--- src/rtl/timer_pkg.sv ---
// Shared definitions for the tick countdown timer: FSM encodings, BCD limits,
// segment constants and the mm:ss BCD time payload.
package timer_pkg;

    typedef enum logic [1:0] {
        ST_IDLE    = 2'd0,
        ST_RUN     = 2'd1,
        ST_PAUSE   = 2'd2,
        ST_EXPIRED = 2'd3
    } state_t;

    localparam logic [3:0] BCD_MAX_UNITS    = 4'd9;
    localparam logic [3:0] BCD_MAX_SEC_TENS = 4'd5;
    localparam logic [6:0] SEG_BLANK        = 7'h7F;

    typedef struct packed {
        logic [3:0] min_tens;
        logic [3:0] min_units;
        logic [3:0] sec_tens;
        logic [3:0] sec_units;
    } bcd_time_t;

    function automatic logic [3:0] clamp_digit(input logic [3:0] d, input logic [3:0] lim);
        return (d > lim) ? lim : d;
    endfunction

endpackage

--- src/rtl/bcd_to_hex7.sv ---
// BCD digit to active-low seven-segment pattern (a..g = bit0..6); non-BCD codes
// and the blank request show all segments off.
module bcd_to_hex7
    import timer_pkg::*;
(
    input  logic [3:0] digit,
    input  logic       blank,
    output logic [6:0] seg
);

    always_comb begin
        seg = SEG_BLANK;
        if (!blank) begin
            case (digit)
                4'd0:    seg = 7'h40;
                4'd1:    seg = 7'h79;
                4'd2:    seg = 7'h24;
                4'd3:    seg = 7'h30;
                4'd4:    seg = 7'h19;
                4'd5:    seg = 7'h12;
                4'd6:    seg = 7'h02;
                4'd7:    seg = 7'h78;
                4'd8:    seg = 7'h00;
                4'd9:    seg = 7'h10;
                default: seg = SEG_BLANK;
            endcase
        end
    end

endmodule

--- src/rtl/tick_countdown_timer.sv ---
// mm:ss BCD countdown driven by divider tick pulses, with start/pause/clear/load.
// Optional seven-segment outputs hex0..hex3 when COUNTDOWN_HEX_EN is defined.
module tick_countdown_timer
    import timer_pkg::*;
#(
    parameter int unsigned TICKS_PER_SEC = 1,
    parameter int unsigned WARN_SECS     = 10
) (
    input  logic       clock,
    input  logic       resetn,
    input  logic       tick,
    input  logic       load,
    input  logic [7:0] load_mins,
    input  logic [7:0] load_secs,
    input  logic       start,
    input  logic       pause,
    input  logic       clear,
    output logic [7:0] mins_bcd,
    output logic [7:0] secs_bcd,
    output logic       running,
    output logic       warn,
    output logic       expired,
    output logic       done_pulse
`ifdef COUNTDOWN_HEX_EN
    ,
    output logic [6:0] hex0,
    output logic [6:0] hex1,
    output logic [6:0] hex2,
    output logic [6:0] hex3
`endif
);

    localparam int unsigned PW = (TICKS_PER_SEC > 1) ? $clog2(TICKS_PER_SEC) : 1;
    localparam logic [PW-1:0] PRE_LAST = PW'(TICKS_PER_SEC - 1);

    state_t        state, state_nx;
    bcd_time_t     tm, tm_nx, tm_dec, tm_load;
    logic [PW-1:0] pre, pre_nx;
    logic          done_nx;
    logic          time_zero;
    logic [6:0]    secs_bin;

    // State, time, prescaler and done pulse registers
    always_ff @(posedge clock or negedge resetn) begin
        if (!resetn) begin
            state      <= ST_IDLE;
            tm         <= '0;
            pre        <= '0;
            done_pulse <= 1'b0;
        end else begin
            state      <= state_nx;
            tm         <= tm_nx;
            pre        <= pre_nx;
            done_pulse <= done_nx;
        end
    end

    assign time_zero = (tm == '0);

    // One-second BCD decrement with borrow chain; never called at 00:00
    always_comb begin
        tm_dec = tm;
        if (tm.sec_units != 4'd0) begin
            tm_dec.sec_units = tm.sec_units - 4'd1;
        end else begin
            tm_dec.sec_units = BCD_MAX_UNITS;
            if (tm.sec_tens != 4'd0) begin
                tm_dec.sec_tens = tm.sec_tens - 4'd1;
            end else begin
                tm_dec.sec_tens = BCD_MAX_SEC_TENS;
                if (tm.min_units != 4'd0) begin
                    tm_dec.min_units = tm.min_units - 4'd1;
                end else begin
                    tm_dec.min_units = BCD_MAX_UNITS;
                    tm_dec.min_tens  = tm.min_tens - 4'd1;
                end
            end
        end
    end

    always_comb begin
        tm_load.min_tens  = clamp_digit(load_mins[7:4], BCD_MAX_UNITS);
        tm_load.min_units = clamp_digit(load_mins[3:0], BCD_MAX_UNITS);
        tm_load.sec_tens  = clamp_digit(load_secs[7:4], BCD_MAX_SEC_TENS);
        tm_load.sec_units = clamp_digit(load_secs[3:0], BCD_MAX_UNITS);
    end

    // Next-state: clear > load > pause > start > tick
    always_comb begin
        state_nx = state;
        tm_nx    = tm;
        pre_nx   = pre;
        done_nx  = 1'b0;
        if (clear) begin
            state_nx = ST_IDLE;
            tm_nx    = '0;
            pre_nx   = '0;
        end else if (load) begin
            state_nx = ST_IDLE;
            tm_nx    = tm_load;
            pre_nx   = '0;
        end else if (pause) begin
            if (state == ST_RUN) state_nx = ST_PAUSE;
        end else if (start) begin
            if ((state == ST_IDLE || state == ST_PAUSE) && !time_zero) state_nx = ST_RUN;
        end else if (tick && state == ST_RUN && !time_zero) begin
            if (pre == PRE_LAST) begin
                pre_nx = '0;
                tm_nx  = tm_dec;
                if (tm_dec == '0) begin
                    state_nx = ST_EXPIRED;
                    done_nx  = 1'b1;
                end
            end else begin
                pre_nx = pre + PW'(1);
            end
        end
    end

    assign secs_bin = 7'(tm.sec_tens) * 7'd10 + 7'(tm.sec_units);
    assign mins_bcd = {tm.min_tens, tm.min_units};
    assign secs_bcd = {tm.sec_tens, tm.sec_units};
    assign running  = (state == ST_RUN);
    assign expired  = (state == ST_EXPIRED);
    assign warn     = running && (tm.min_tens == 4'd0) && (tm.min_units == 4'd0)
                      && (secs_bin <= 7'(WARN_SECS));

`ifdef COUNTDOWN_HEX_EN
    bcd_to_hex7 u_hex0 (.digit(tm.sec_units), .blank(!resetn), .seg(hex0));
    bcd_to_hex7 u_hex1 (.digit(tm.sec_tens),  .blank(!resetn), .seg(hex1));
    bcd_to_hex7 u_hex2 (.digit(tm.min_units), .blank(!resetn), .seg(hex2));
    bcd_to_hex7 u_hex3 (.digit(tm.min_tens),  .blank(!resetn), .seg(hex3));
`endif

endmodule

--- config.mk ---
export PLATFORM = sky130hd
export DESIGN_NAME = tick_countdown_timer
export DESIGN_NICKNAME = d
export VERILOG_FILES = /design/src/rtl/timer_pkg.sv /design/src/rtl/bcd_to_hex7.sv /design/src/rtl/tick_countdown_timer.sv
export SDC_FILE = /design/constraint.sdc
export NUM_CORES = 1
export LEC_CHECK = 0
export BUFFER_PORTS_ARGS = -buffer_cell sky130_fd_sc_hd__buf_2
export CAP_MARGIN = 25
export CORE_UTILIZATION = 55
export CTS_BUF_LIST = sky130_fd_sc_hd__clkbuf_4
export DETAILED_ROUTE_END_ITERATION = 8
export GPL_ROUTABILITY_DRIVEN = 0
export PLACE_DENSITY = 0.84
export SLEW_MARGIN = 20
export SYNTH_ARGS = -nofsm -noshare
export SYNTH_HDL_FRONTEND = slang
export SYNTH_HIERARCHICAL = 1
export SYNTH_SLANG_ARGS = --single-unit
--- constraint.sdc ---
create_clock -name clock -period 3.6 [get_ports clock]
set_clock_uncertainty 0.05 [all_clocks]
set_input_delay 1.08 -clock clock [delete_from_list [all_inputs] [get_ports clock]]
set_output_delay 1.08 -clock clock [all_outputs]
set_load 0.01 [all_outputs]
# ---- Word level (Yosys, flattened, before mapping)
# Index checks and enable logic that the tools add are counted.
dict set report op_classes {
  n_eq_ne 9
  n_mux 38
  add_sub_neg 6
  reduce_logical 22
  n_mul 1
  order_cmp 5
}
# op count
set op_table {}
lappend op_table {{$mux 16} 6}
lappend op_table {{$logic_not 16->1} 2}
lappend op_table {{$mux 4} 8}
lappend op_table {{$mux 2} 9}
lappend op_table {{$sub 4x1->4 const B} 4}
lappend op_table {{$mux 1} 13}
lappend op_table {{$gt 4x4->1 const B} 3}
lappend op_table {{$mux 12} 1}
lappend op_table {{$reduce_bool 4->1} 3}
lappend op_table {{$reduce_bool 5->1} 2}
lappend op_table {{$logic_not 4->1} 2}
lappend op_table {{$mux 8} 1}
lappend op_table {{$add 7x4->7} 1}
lappend op_table {{$le 7x4->1 const B} 1}
lappend op_table {{$logic_and 1x1->1} 6}
lappend op_table {{$mul 4x3->6 const B} 1}
lappend op_table {{$ne 3x2->1 const B} 2}
lappend op_table {{$ne 5x2->1 const B} 1}
lappend op_table {{$ne 5x5->1 const B} 1}
lappend op_table {{$reduce_and 5->1} 1}
lappend op_table {{$eq 2x2->1 const B} 2}
lappend op_table {{$gt 4x3->1 const B} 1}
lappend op_table {{$ne 4x2->1 const B} 1}
lappend op_table {{$reduce_and 4->1} 1}
lappend op_table {{8 further kinds} 8}
dict set report totals {
  register_bits 20
  input_bits 23
}

# ---- Logic depth before layout (Yosys ltp)
dict set report depth {
  word_depth 12
  ltp_mapped 8
  depth_no_buf 8
}

# ---- Worst setup path before layout
# Ideal clock, no wire load.
dict set report synth_timing {
  path_kind {reg2out}
  from {reg tm, in the netlist secs_bcd[5]}
  to {out warn}
  stages_incl_launch_ff 7
  slack_ns -0.228
  arrival_time_ns 2.698
  n_path_buf 0
  path_cell_list {dfrtp_1 > ha_1 > ha_1 > inv_1 > fa_1 > or4b_1 > a2111oi_0}
}
dict set report synth_between {
  elab_chain_cells 4
}
# element line
set synth_rtl {}
lappend synth_rtl {{from (decl)} tick_countdown_timer.sv:37} ;# bcd_time_t tm, tm_nx, tm_dec, tm_load;
lappend synth_rtl {{from (signal assigned)} tick_countdown_timer.sv:52} ;# tm <= tm_nx;
lappend synth_rtl {{$mul 4x3->6} tick_countdown_timer.sv:120} ;# assign secs_bin = 7'(tm.sec_tens) * 7'd10 + 7'(tm.sec_units);
lappend synth_rtl {{$add 7x4->7} tick_countdown_timer.sv:120}
lappend synth_rtl {{$le 7x4->1} tick_countdown_timer.sv:126} ;# && (secs_bin <= 7'(WARN_SECS));
lappend synth_rtl {{$logic_and 1x1->1} tick_countdown_timer.sv:126}
lappend synth_rtl {{to (decl)} tick_countdown_timer.sv:21} ;# output logic warn,
# No other way between the ends.

# ---- Worst setup path after layout
dict set report layout_timing {
  from {reg tm, in the netlist secs_bcd[7]}
  to {out warn}
}
# The elaborated chain is that of the path after synthesis.

==> results.py <==
metrics = {
    "synthesis": {
        "avgSynthCellArea_um2": 8.91,
        "synth_ff_type": "dfrtp_1",
        "synth-seq-cells": 19,
        "async_reset_ff_share_pct": 100,
        "synth_edf_count": 0,
        "ys_types": 54,
        "synth_warnings": 6,
        "syn_inst": 188,
        "netlist_area_um2": 1680,
        "ys_seq_area_share_pct": 28.4,
        "synth_fp_nets": 221,
    },
    "clock_tree": {
        "clkTransAtPathRegs_ps": 120,
        "clk_latency_ps": 320,
        "tritoncts": "done",
        "cts_buffer_depth": 2,
        "clockRootBuffer": "clkbuf_4",
        "cts_buffers": 3,
        "htreeDepth": 1,
        "cts.sinks": 19,
        "ctsHoldBuffers": 0,
    },
    "setup_path": {
        "cpMaxStageDelayCell": "or4b_4",
        "crit_path_end_kind": "primary output",
        "critPathBufInv": 2,
        "r2r-start": "secs_bcd[5]$_DFFE_PN0P_",
        "cp_top_family": "adder cells",
        "cp_data_required_time_ps": 2470,
        "critical-path-max-stage-delay_ps": 560,
        "worstPathArrival_ps": 2750,
        "reg2reg_to": "state[1]$_DFFE_PN0P_",
        "reg2reg_depth": 6,
        "r2r_slack_ps": 1410,
        "path_cells": "ha_1 > ha_1 > inv_1 > fa_2 > xor2_1 > or4b_4 > a2111oi_4 > buf_2",
        "cp_max_fo": 2,
        "cp-start-kind": "flop",
        "crit_type": "reg2out",
        "cpMostUsedCell": "ha_1",
    },
    "detailed_routing": {
        "drt_wl_total_um": 4130,
        "postRouteAntennaNets": 0,
        "first_pass_iters": 6,
        "drc_errors": 2,
        "vias_per_cell": 6.05,
        "wire_per_inst_um": 15.7,
        "num_vias": 1597,
        "initialDrtViolationCount": 80,
    },
    "finish": {
        "layout_commonest_cell": "buf_2",
        "final_nets": 267,
        "fillers": 255,
        "n_antenna_cell": 0,
        "drive_gt1_share_pct": 31.8,
        "layout-area-overhead-vs-synth_pct": 18.6,
        "final_cell_mix": "42 x buf_2, 19 x dfrtp_1, 17 x nor2_1",
        "finalInstanceArea_um2": 1990,
    },
    "timing": {
        "hold_ws_ps": 628,
        "worst_slew_pin_slew_ps": 616,
        "timing.fmax_ghz": 0.258,
        "slew_headroom_pct": 59.0,
        "hold_violations": 0,
        "slew_viol_final": 0,
        "post-route-min-period_ps": 3880,
        "setup_ws_ps": -281,
        "setup_violations": 1,
        "rsz0062_at_grt": "yes",
        "timing.final.crit_share_pct": 108,
    },
    "power_and_ir_drop": {
        "vdd_drop_max_uv": 205,
        "leakage_uw": 0.000930,
        "power_density_nw_per_um2": 266,
    },
    "die": {
        "die_x_um": 57.2,
        "ios": 43,
        "initial_core_util_pct": 59.2,
        "core_area_um2": 2830,
        "die_area_um2": 3270,
        "die_h_um": 57.2,
        "core.rowCount": 19,
    },
    "status": {
        "violations": "DRC, setup timing",
        "status": "complete, but fails checks",
    },
    "global_routing": {
        "grt_pass1_vias": 1542,
        "gr-total-overflow": 0,
        "grt_max_degree": 20,
        "antenna_found_initial": 0,
        "grtUsageTotal_pct": 28.8,
        "grt_pass1_wl_um": 7150,
    },
    "flow_run": {
        "drv_cap": 0,
    },
    "place": {
        "numPortBuffers": 42,
        "dpl.hpwl_um": 3110,
        "dpl_cell_area_um2": 1950,
    },
    "worst_hold_path": {
        "hp-class": "in2async",
    },
}
-- sequential cells by signal, summed over array words and instances (netlist names) --
register / flops
state: 2
mins_bcd: 8
done_pulse: 1
secs_bcd: 8
-- cell usage after synthesis (all sizes together) (2+ instances only) --
library cell	number	area, µm²
and2	3	18.8
nand2	16	60.1
dfrtp	19	475
inv	12	45.0
ha	8	100
nor4	7	86.3
buf	5	33.8
nand2b	3	18.8
or2	3	18.8
a311oi	2	17.5
nand4	7	50.1
mux2i	8	80.1
a21o	2	15.0
and3	2	12.5
o21a	4	30.0
nor2	17	63.8
o32ai	4	42.6
a21oi	11	58.8
o21ai	7	35.0
fa	2	40.0
nand4b	4	41.3
nand3b	3	22.5
nor2b	5	33.8
nand3	2	15.0
clkbuf	3	11.3
xor2	7	61.3
a211oi	5	47.5
nor3	3	15.0
nor3b	2	20.0
-- metal layers --
layer | wire length [µm] | GRT usage (%)
met2 | 2060 | 48.6
met5 | 0 | 0
met3 | 265 | 4.54
met1 | 1740 | 37.6
met4 | 67 | 10.1
-- power by group --
group          internal, µW  switching, µW  total (µW)
Combinational          72.3           94.8         167
Clock                  42.6           78.2         121
Sequential              224           17.8         241
Total                   339            191         529
-- worst max-delay path by stage --
| stage | from | endpoint | depth (start not counted) |
|---|---|---|---|
| after floorplan | secs_bcd[5]$_DFFE_PN0P_ | warn | 6 |
| after global placement | secs_bcd[5]$_DFFE_PN0P_ | warn | 7 |
| after detailed placement | secs_bcd[5]$_DFFE_PN0P_ | warn | 7 |
| after CTS | secs_bcd[7]$_DFFE_PN0P_ | warn | 8 |
| after global routing | secs_bcd[7]$_DFFE_PN0P_ | warn | 8 |
| final | secs_bcd[7]$_DFFE_PN0P_ | warn | 8 |
-- kinds of logic after synthesis --
family	share of synthesized area (%)
and+or+nand+nor	30.0
AOI/OAI and AO/OA	17.8
buffers and inverters	5.60
DFF	28.4
adders and majority gates	8.36
muxes	5.68
xor gates and xnor gates	4.18
-- metrics by stage --
step / TNS, ps / total power (µW) / util, % / cells / worst slack (ps)
final: -281 / 529 / 70.2 / 264 / -281
after global routing: -407 / 564 / 70.2 / 264 / -407
after CTS: -296 / 533 / 70.2 / 264 / -296
after detailed placement: -23.0 / 411 / 69.0 / 260 / -23.0
after global placement: 0 / 408 / 69.0 / 260 / 58.4
after floorplan: 0 / 353 / - / 188 / 7.48
-- cell type report --
cell class	count	area, µm²	share of cell area [%]
multi-input cells	148	1130	56.9
clock buffers	3	22.5	1.13
well taps	31	38.8	1.95
inverters	13	48.8	2.46
flip-flops and latches	19	475	23.9
clock inverters	1	7.51	0.378
repair buffers	49	263	13.2
-- repair_timing --
item	in CTS	in global routing
resized for setup	2	0
setup buffers	0	0
pin swaps	2	0
setup endpoints to repair	1	1
Note: power is estimated with default switching activity, not from simulation.
